===== config.mk =====
export PLATFORM = sky130hd
export DESIGN_NAME = control_sequencer
export DESIGN_NICKNAME = d
export VERILOG_FILES = /design/src/rtl/control_sequencer.sv
export SDC_FILE = /design/constraint.sdc
export NUM_CORES = 1
export LEC_CHECK = 0
export BUFFER_PORTS_ARGS = -buffer_cell sky130_fd_sc_hd__buf_2
export CELL_PAD_IN_SITES_DETAIL_PLACEMENT = 0
export CELL_PAD_IN_SITES_GLOBAL_PLACEMENT = 1
export CORE_MARGIN = 8
export CORE_UTILIZATION = 35
export CTS_BUF_LIST = sky130_fd_sc_hd__clkbuf_8
export DETAILED_ROUTE_END_ITERATION = 7
export PLACE_DENSITY_LB_ADDON = 0.1
export SYNTH_ARGS = -nofsm -noshare
export SYNTH_HDL_FRONTEND = slang
export SYNTH_SLANG_ARGS = --single-unit

===== constraint.sdc =====
create_clock -name clock -period 1.9 [get_ports clock]
set_clock_uncertainty 0.05 [all_clocks]
set_input_delay 0.19 -clock clock [delete_from_list [all_inputs] [get_ports clock]]
set_output_delay 0.19 -clock clock [all_outputs]
set_load 0.02 [all_outputs]

===== src/rtl/control_sequencer.sv =====
// control_sequencer -- hardwired fetch/decode/execute control unit for the
// mini-SRC datapath.
//
// Ports:
//   clock, reset_n        rising-edge clock, asynchronous active-low reset
//   opcode[4:0]           IR[31:27]; sampled for dispatch in T2 only
//   con                   branch condition, used in br T6 only
//   mem_ready             memory handshake for the memory states
//   PCout Zlowout MDRout Cout                  bus drivers
//   PCin IRin MARin MDRin Yin Zin CONin IncPC  register loads
//   Gra Grb Grc Rin Rout BAout                 register select/encode
//   Read Write                                 memory strobes
//   alu_op[2:0]           0=ADD 1=SUB 2=AND 3=OR 4=INC
//   run                   low only in HALT
//   illegal               high during T2 of an undefined opcode
//
// Build option: define MEM_WAIT_EN to make the memory states (fetch T1,
// ld T6, st T7) hold until mem_ready is sampled high. Without it every
// memory state lasts exactly one cycle and mem_ready is ignored.
module control_sequencer (
   input  logic       clock,
   input  logic       reset_n,
   input  logic [4:0] opcode,
   input  logic       con,
   input  logic       mem_ready,
   output logic       PCout,
   output logic       Zlowout,
   output logic       MDRout,
   output logic       Cout,
   output logic       PCin,
   output logic       IRin,
   output logic       MARin,
   output logic       MDRin,
   output logic       Yin,
   output logic       Zin,
   output logic       CONin,
   output logic       IncPC,
   output logic       Gra,
   output logic       Grb,
   output logic       Grc,
   output logic       Rin,
   output logic       Rout,
   output logic       BAout,
   output logic       Read,
   output logic       Write,
   output logic [2:0] alu_op,
   output logic       run,
   output logic       illegal
);

   typedef enum logic [3:0] {
      S_RST, S_T0, S_T1, S_T2, S_T3, S_T4, S_T5, S_T6, S_T7, S_HALT
   } state_e;

   typedef enum logic [4:0] {
      OP_LD, OP_LDI, OP_ST, OP_ADD, OP_SUB, OP_AND, OP_OR, OP_ADDI,
      OP_ANDI, OP_ORI, OP_BR, OP_NOP, OP_HALT
   } opcode_e;

   typedef enum logic [2:0] {
      ALU_ADD, ALU_SUB, ALU_AND, ALU_OR, ALU_INC
   } alu_e;

   state_e     state_q, state_d;
   logic [4:0] op_q, op_d;
   logic       mem_done;

`ifdef MEM_WAIT_EN
   assign mem_done = mem_ready;
`else
   logic mem_ready_unused;
   assign mem_ready_unused = mem_ready;
   assign mem_done         = 1'b1;
`endif

   // Decode classes of the latched opcode (valid from T3 on)
   logic is_rr, is_imm, is_ld, is_ldi, is_st, is_br;
   assign is_rr  = (op_q >= OP_ADD) && (op_q <= OP_OR);
   assign is_imm = (op_q >= OP_ADDI) && (op_q <= OP_ORI);
   assign is_ld  = (op_q == OP_LD);
   assign is_ldi = (op_q == OP_LDI);
   assign is_st  = (op_q == OP_ST);
   assign is_br  = (op_q == OP_BR);

   always_comb begin
      state_d = state_q;
      op_d    = op_q;
      unique case (state_q)
         S_RST: state_d = S_T0;
         S_T0:  state_d = S_T1;
         S_T1:  if (mem_done) state_d = S_T2;
         S_T2: begin
            op_d = opcode;
            if (opcode == OP_HALT)
               state_d = S_HALT;
            else if ((opcode == OP_NOP) || (opcode > OP_HALT))
               state_d = S_T0;
            else
               state_d = S_T3;
         end
         S_T3: state_d = S_T4;
         S_T4: state_d = S_T5;
         S_T5: state_d = (is_ld || is_st || is_br) ? S_T6 : S_T0;
         S_T6: begin
            if (is_br)
               state_d = S_T0;
            else if (is_st || mem_done)
               state_d = S_T7;
         end
         S_T7:   if (is_ld || mem_done) state_d = S_T0;
         S_HALT: state_d = S_HALT;
         default: state_d = S_RST;
      endcase
   end

   always_ff @(posedge clock or negedge reset_n) begin
      if (!reset_n) begin
         state_q <= S_RST;
         op_q    <= '0;
      end else begin
         state_q <= state_d;
         op_q    <= op_d;
      end
   end

   // ALU function for the execute-phase Z load in T4
   alu_e alu_t4;
   always_comb begin
      unique case (op_q)
         OP_SUB:          alu_t4 = ALU_SUB;
         OP_AND, OP_ANDI: alu_t4 = ALU_AND;
         OP_OR,  OP_ORI:  alu_t4 = ALU_OR;
         default:         alu_t4 = ALU_ADD;
      endcase
   end

   always_comb begin
      {PCout, Zlowout, MDRout, Cout}                       = '0;
      {PCin, IRin, MARin, MDRin, Yin, Zin, CONin, IncPC}   = '0;
      {Gra, Grb, Grc, Rin, Rout, BAout}                    = '0;
      {Read, Write, illegal}                               = '0;
      alu_op = ALU_ADD;
      run    = (state_q != S_HALT);
      unique case (state_q)
         S_T0: begin
            PCout = 1'b1; MARin = 1'b1; IncPC = 1'b1; Zin = 1'b1;
            alu_op = ALU_INC;
         end
         S_T1: begin
            Zlowout = 1'b1; PCin = 1'b1; Read = 1'b1; MDRin = 1'b1;
         end
         S_T2: begin
            MDRout  = 1'b1; IRin = 1'b1;
            illegal = (opcode > OP_HALT);
         end
         S_T3: begin
            if (is_br) begin
               Gra = 1'b1; Rout = 1'b1; CONin = 1'b1;
            end else begin
               Grb = 1'b1; Yin = 1'b1;
               // ld/ldi/st form the address from R0-as-zero via BAout
               if (is_ld || is_ldi || is_st) BAout = 1'b1;
               else                          Rout  = 1'b1;
            end
         end
         S_T4: begin
            if (is_br) begin
               PCout = 1'b1; Yin = 1'b1;
            end else begin
               Zin    = 1'b1;
               alu_op = alu_t4;
               if (is_rr) begin
                  Grc = 1'b1; Rout = 1'b1;
               end else begin
                  Cout = 1'b1;
               end
            end
         end
         S_T5: begin
            if (is_br) begin
               Cout = 1'b1; Zin = 1'b1;
            end else if (is_ld || is_st) begin
               Zlowout = 1'b1; MARin = 1'b1;
            end else if (is_rr || is_imm || is_ldi) begin
               Zlowout = 1'b1; Gra = 1'b1; Rin = 1'b1;
            end
         end
         S_T6: begin
            if (is_ld) begin
               Read = 1'b1; MDRin = 1'b1;
            end else if (is_st) begin
               Gra = 1'b1; Rout = 1'b1; MDRin = 1'b1;
            end else if (is_br && con) begin
               Zlowout = 1'b1; PCin = 1'b1;
            end
         end
         S_T7: begin
            if (is_ld) begin
               MDRout = 1'b1; Gra = 1'b1; Rin = 1'b1;
            end else if (is_st) begin
               Write = 1'b1;
            end
         end
         default: ;
      endcase
   end

endmodule

=== After elaboration in Yosys (flattened, before gate mapping) ===
Index checks and enable logic that the tools add are counted.

* Register bits after elaboration: 9
* Bits in latches: 0
* Memory bits (writable): 0
* Bits in read-only memories: 0
* Output and inout port bits: 25
* Memories: 0

* $add $sub $neg: 0
* $mul: 0
* Divide/modulo/power cells: 0
* Order comparisons: 5
* Equal/unequal tests: 20
* Shifts and indexed selects: 0
* Multiplexer cells: 53
* Bitwise operators: 0
* Reduce and logical (&&, ||, !) cells: 15

{| class="wikitable"
|+ Operators with widths
! operator !! number
|-
| 4-bit one-hot mux with 9 select lines || 1
|-
| 1-bit 2-to-1 mux || 32
|-
| 5-bit by 4-bit equality test with 1-bit output, second input constant || 5
|-
| 1-bit one-hot mux with 2 select lines || 9
|-
| 4-bit by 3-bit equality test with 1-bit output, second input constant || 4
|-
| 5-bit by 3-bit equality test with 1-bit output, second input constant || 3
|-
| 1-bit one-hot mux with 3 select lines || 3
|-
| 4-bit by 2-bit equality test with 1-bit output, second input constant || 2
|-
| 4-bit equality test, second input constant || 2
|-
| 4-bit 2-to-1 mux || 2
|-
| 1-bit logical OR || 7
|-
| 3-bit 2-to-1 mux || 2
|-
| 2-bit one-hot mux with 3 select lines || 1
|-
| 3-bit one-hot mux with 2 select lines || 1
|-
| 2-bit OR reduction || 3
|-
| 5-bit by 1-bit equality test with 1-bit output, second input constant || 1
|-
| 5-bit by 2-bit equality test with 1-bit output, second input constant || 1
|-
| 5-bit by 2-bit greater-or-equal comparator with 1-bit output, second input constant || 1
|-
| 5-bit by 3-bit greater-or-equal comparator with 1-bit output, second input constant || 1
|-
| 5-bit by 4-bit > comparator with 1-bit output, second input constant || 1
|-
| 5-bit by 3-bit <= comparator with 1-bit output, second input constant || 1
|-
| 5-bit by 4-bit <= comparator with 1-bit output, second input constant || 1
|-
| 5-bit zero test || 1
|-
| 4-bit by 1-bit equality test with 1-bit output, second input constant || 1
|-
| other kinds (5) || 7
|}

=== Depth between registers and ports, before layout ===
* Word-level depth: 8
* Depth in mapped cells: 6

=== Worst setup path after synthesis ===
OpenSTA, ideal clock, no wires.

* Path type: flip-flop to output port
* From: reg state_q[0]
* To: out Gra
* Arrival: 1.742 ns
* Data required time: 1.660 ns
* Path slack: -0.082 ns
* Stages on the path, launching flop included: 6
* Buffers on the path: 1
* Path through: dfrtp_1 -> buf_2 -> nand4bb_1 -> or3b_1 -> o22ai_1 -> or3b_1

* Cells in the longest elaborated chain, start to end: 2
* Elaborated cells between the ends (all ways): 5

{| class="wikitable"
|+ Ends and longest elaborated chain
! element !! RTL line !! text
|-
| start: declaration || 64 || <nowiki>state_e state_q, state_d;</nowiki>
|-
| start signal: assignment || 121 || <nowiki>state_q <= state_d;</nowiki>
|-
| 4-bit equality test or 4-bit by 3-bit equality test with 1-bit output (tied branches) || 144 || <nowiki>unique case (state_q)</nowiki>
|-
| 1-bit one-hot mux with 4 select lines (*) || 144 ||
|-
| end: declaration || 38 || <nowiki>output logic Gra,</nowiki>
|}

Mark *: on every way between the ends. The rest lies on a longest branch, timed or not.

=== Final worst setup path ===
* From: reg op_q[3]
* To: out alu_op[1]

* Cells in the longest elaborated chain, start to end: 5
* Elaborated cells between the ends (all ways): 11

{| class="wikitable"
|+ Ends and longest elaborated chain
! element !! RTL line !! text
|-
| start: declaration || 65 || <nowiki>logic [4:0] op_q, op_d;</nowiki>
|-
| start signal: assignment || 122 || <nowiki>op_q <= op_d;</nowiki>
|-
| 5-bit by 3-bit equality test with 1-bit output or 5-bit by 4-bit equality test with 1-bit output (tied branches) || 129 || <nowiki>unique case (op_q)</nowiki>
|-
| 2-bit OR reduction || 129 ||
|-
| 2-bit one-hot mux with 3 select lines || 129 ||
|-
| 2-bit 2-to-1 mux (*) || 167 || <nowiki>if (is_br) begin</nowiki>
|-
| 3-bit one-hot mux with 2 select lines (*) || 144 ||
|-
| end: declaration || 46 || <nowiki>output logic [2:0] alu_op,</nowiki>
|}

Marked as above.

==> flow_metrics.env <==
export IMPL_critPathCaptureType="output pin"
export IMPL_violations="negative setup slack"
export IMPL_synthAdderAreaFrac_pct=0
export IMPL_slew_headroom_pct=74.83
export IMPL_drc=0
export IMPL_place_gp_congestion=0.7794
export IMPL_port_buffers=32
export IMPL_reg2reg_depth=5
export IMPL_dieWidth_um=66.13
export IMPL_clockRootBuffer="clkbuf_8"
export IMPL_min_path_type="in2reg"
export IMPL_post_route_period_util_pct=104.1
export IMPL_max_cap_viol_count=0
export IMPL_cts_sinks=9
export IMPL_status="complete, but fails checks"
export IMPL_synth_compound_area_share_pct=20.48
export IMPL_netlist_area_um2=879.6
export IMPL_required_ns=1.66
export IMPL_worstSetupPathType="reg2out"
export IMPL_final_cell_area_um2=1384
export IMPL_total_power_w=0.002396
export IMPL_drtIter0Drc=28
export IMPL_max_freq_mhz=505.4
export IMPL_setup_viol=5
export IMPL_dp_hpwl_um=2054
export IMPL_num_rows=18
export IMPL_antenna_left=0
export IMPL_holdPathStages=3
export IMPL_synthCells=118
export IMPL_postPlaceCellArea_um2=1119
export IMPL_worstMarginPinSlew_ns=0.3681
export IMPL_ys_ff_latch=9
export IMPL_wirelength_um=2637
export IMPL_die_h_um=66.13
export IMPL_r2r_slack_ns=0.15
export IMPL_dr_pass1_iters=4
export IMPL_io_pins=34
export IMPL_timing_final_ws_setup_ns=-0.07845
export IMPL_grt_pass1_vias=941
export IMPL_areaGrowthSynthToFinish_pct=57.33
export IMPL_die_area_um2=4373
export IMPL_viasPerCell=5.168
export IMPL_crit_fanout=6
export IMPL_core_area_um2=2432
export IMPL_antenna_found_initial=0
export IMPL_start_util_pct=36.16
export IMPL_report_final_slew_viol_count=0
export IMPL_yosysWarnings=0
export IMPL_synthesis_nets=127
export IMPL_cts_tree="built"
export IMPL_diodes=0
export IMPL_clock_latency_ns=0.23
export IMPL_n_fill_cell=240
export IMPL_start_kind="flop"
export IMPL_p_leak_nw=0.6628
export IMPL_finalHoldViolations=0
export IMPL_grt_use_total_pct=12.13
export IMPL_synth_avg_cell_area_um2=7.454
export IMPL_rsz0062_at_grt="true"
export IMPL_cellPowerDensity_nw_per_um2=1732
export IMPL_clkTransAtPathRegs_ns=0.04
export IMPL_layout_drive_gt1_share_pct=51.81
export IMPL_synth_top_family_by_area="simple AND/OR/NAND/NOR gates"
export IMPL_yosysSeqAreaShare_pct=25.60
export IMPL_grt_pass1_wl_um=4347
export IMPL_clock_path_buffers=2
export IMPL_num_nets_final=176
export IMPL_r2r_end="state_q[0]"
export IMPL_routed_via_count=1013
export IMPL_rr_startpoint="op_q[0]"
export IMPL_grt_max_degree=12
export IMPL_synth_xor_area_share_pct=1.991
export IMPL_wl_per_cell_um=13.45
export IMPL_placed_cells=183
export IMPL_numCtsBuffers=3
export IMPL_hold_ws_ns=0.1603
export IMPL_synthMuxAreaShare_pct=0
export IMPL_period_needed_ns=1.978
export IMPL_worst_ep_arrival_time_ns=1.74
export IMPL_layout_cells_non_filler=196
export IMPL_vdd_ir_drop_worst_mv=0.9339
export IMPL_min_from="opcode[0]"
export IMPL_hold_end="op_q[0]"
export IMPL_ys_types=41
export IMPL_grt_overflow=0
export IMPL_synthSimpleGateAreaFrac_pct=41.68
export IMPL_htreeDepth=1
## power by group
group	switching (W)	internal [W]	leakage (nW)
sequential	0.000206	0.000297	0.103
combinational	0.000919	0.000761	0.533
clock	0.0000732	0.000140	0.0269
## critical path, stage by stage, from the launching register on
cell,delay [ns]
dfrtp_1,0.41
nor2b_4,0.15
and3_4,0.17
or3_4,0.38
a2111oi_4,0.21
buf_4,0.19
## flip-flops by register name, indices dropped and copies added (netlist names)
name / cells
op_q: 5
state_q: 4
## cell usage after synthesis (all sizes together)
master / number / area [um^2]
nand2: 21 / 78.83
nor2: 11 / 48.80
buf: 10 / 67.56
dfrtp: 9 / 225.2
o21ai: 8 / 40.03
nand3: 7 / 35.03
inv: 6 / 22.52
nor3: 6 / 30.03
nor2b: 5 / 33.78
a2111oi: 4 / 53.81
a21oi: 3 / 15.01
or3b: 3 / 26.28
a211oi: 2 / 15.01
nand2b: 2 / 12.51
nand4: 2 / 12.51
or3: 2 / 17.52
a211o: 1 / 8.760
a21boi: 1 / 7.510
a21o: 1 / 7.510
a311o: 1 / 10.01
and2: 1 / 6.260
and3: 1 / 11.26
and3b: 1 / 8.760
nand3b: 1 / 7.510
nand4bb: 1 / 11.26
nor4: 1 / 12.51
o211ai: 1 / 7.510
o221ai: 1 / 8.760
o22ai: 1 / 6.260
or2: 1 / 6.260
or4: 1 / 7.510
xnor2: 1 / 8.760
xor2: 1 / 8.760
## cell families after synthesis
group,after synthesis
xor gates and xnor gates,2
and+or+nand+nor,67
buffers and inverters,16
DFF,9
AOI/OAI and AO/OA,24
## layer usage
layer | share of wire [%] | GRT usage [%]
met4 | 0.72 | 4.800
met5 | 0 | 0
met1 | 46 | 15.69
met3 | 7.7 | 2.712
met2 | 45 | 18.94
## through the flow
| stage | utilization [%] | TNS (ns) | setup WS, ns |
|---|---|---|---|
| 2_1_floorplan | - | 0 | 0.05352 |
| 3_3_place_gp | 45.99 | 0 | 0.08018 |
| 3_5_place_dp | 45.99 | 0 | 0.01844 |
| 4_1_cts | 51.85 | -0.4855 | -0.08598 |
| 5_1_grt | 56.89 | -0.8918 | -0.1387 |
| 6_report | 56.89 | -0.3156 | -0.07845 |
## layout by cell type (no fill, tap or decap), types with 2 or more instances in the layout
master,Yosys,layout
buf_4,0,23
buf_2,6,22
nand2_1,21,21
nor2_1,10,7
dfrtp_2,0,7
buf_6,3,7
inv_1,6,6
nand3_1,7,5
nor3_1,6,4
nor2b_1,4,4
o21ai_0,7,4
nor2_2,0,3
a21oi_1,3,3
clkbuf_8,0,3
nand3_2,0,2
o21ai_1,1,2
or3b_4,0,2
o21ai_2,0,2
a211oi_1,2,2
a2111oi_0,3,2
nand4_1,2,2
dfrtp_1,9,2
## what timing repair did
item	CTS	global route
hold buffers	1	0
endpoints found under the setup margin	12	17
resized for setup	15	31
pin swaps	3	4
hold endpoints to repair	9	0
setup buffers	5	3
cloned	0	0
## layout make-up
type | count | area [um^2] | share of cell area (%)
clock buffers | 3 | 41.29 | 2.984
well taps | 30 | 37.54 | 2.712
flip-flops and latches | 9 | 234.0 | 16.91
multi-input cells | 93 | 668.1 | 48.28
repair buffers | 54 | 376.6 | 27.22
clock inverters | 1 | 3.754 | 0.2712
inverters | 6 | 22.52 | 1.627
## how the worst max path moves through the flow
stage / start / endpoint / slack (ns)
finish: op_q[3] / alu_op[1] / -0.08
global route: op_q[3] / alu_op[1] / -0.14
CTS: op_q[2] / Gra / -0.09
detailed placement: op_q[0] / alu_op[1] / 0.02
global placement: op_q[0] / Rout / 0.08
floorplan: op_q[3] / Rout / 0.05
No activity file was read; power rests on OpenSTA's default activity.
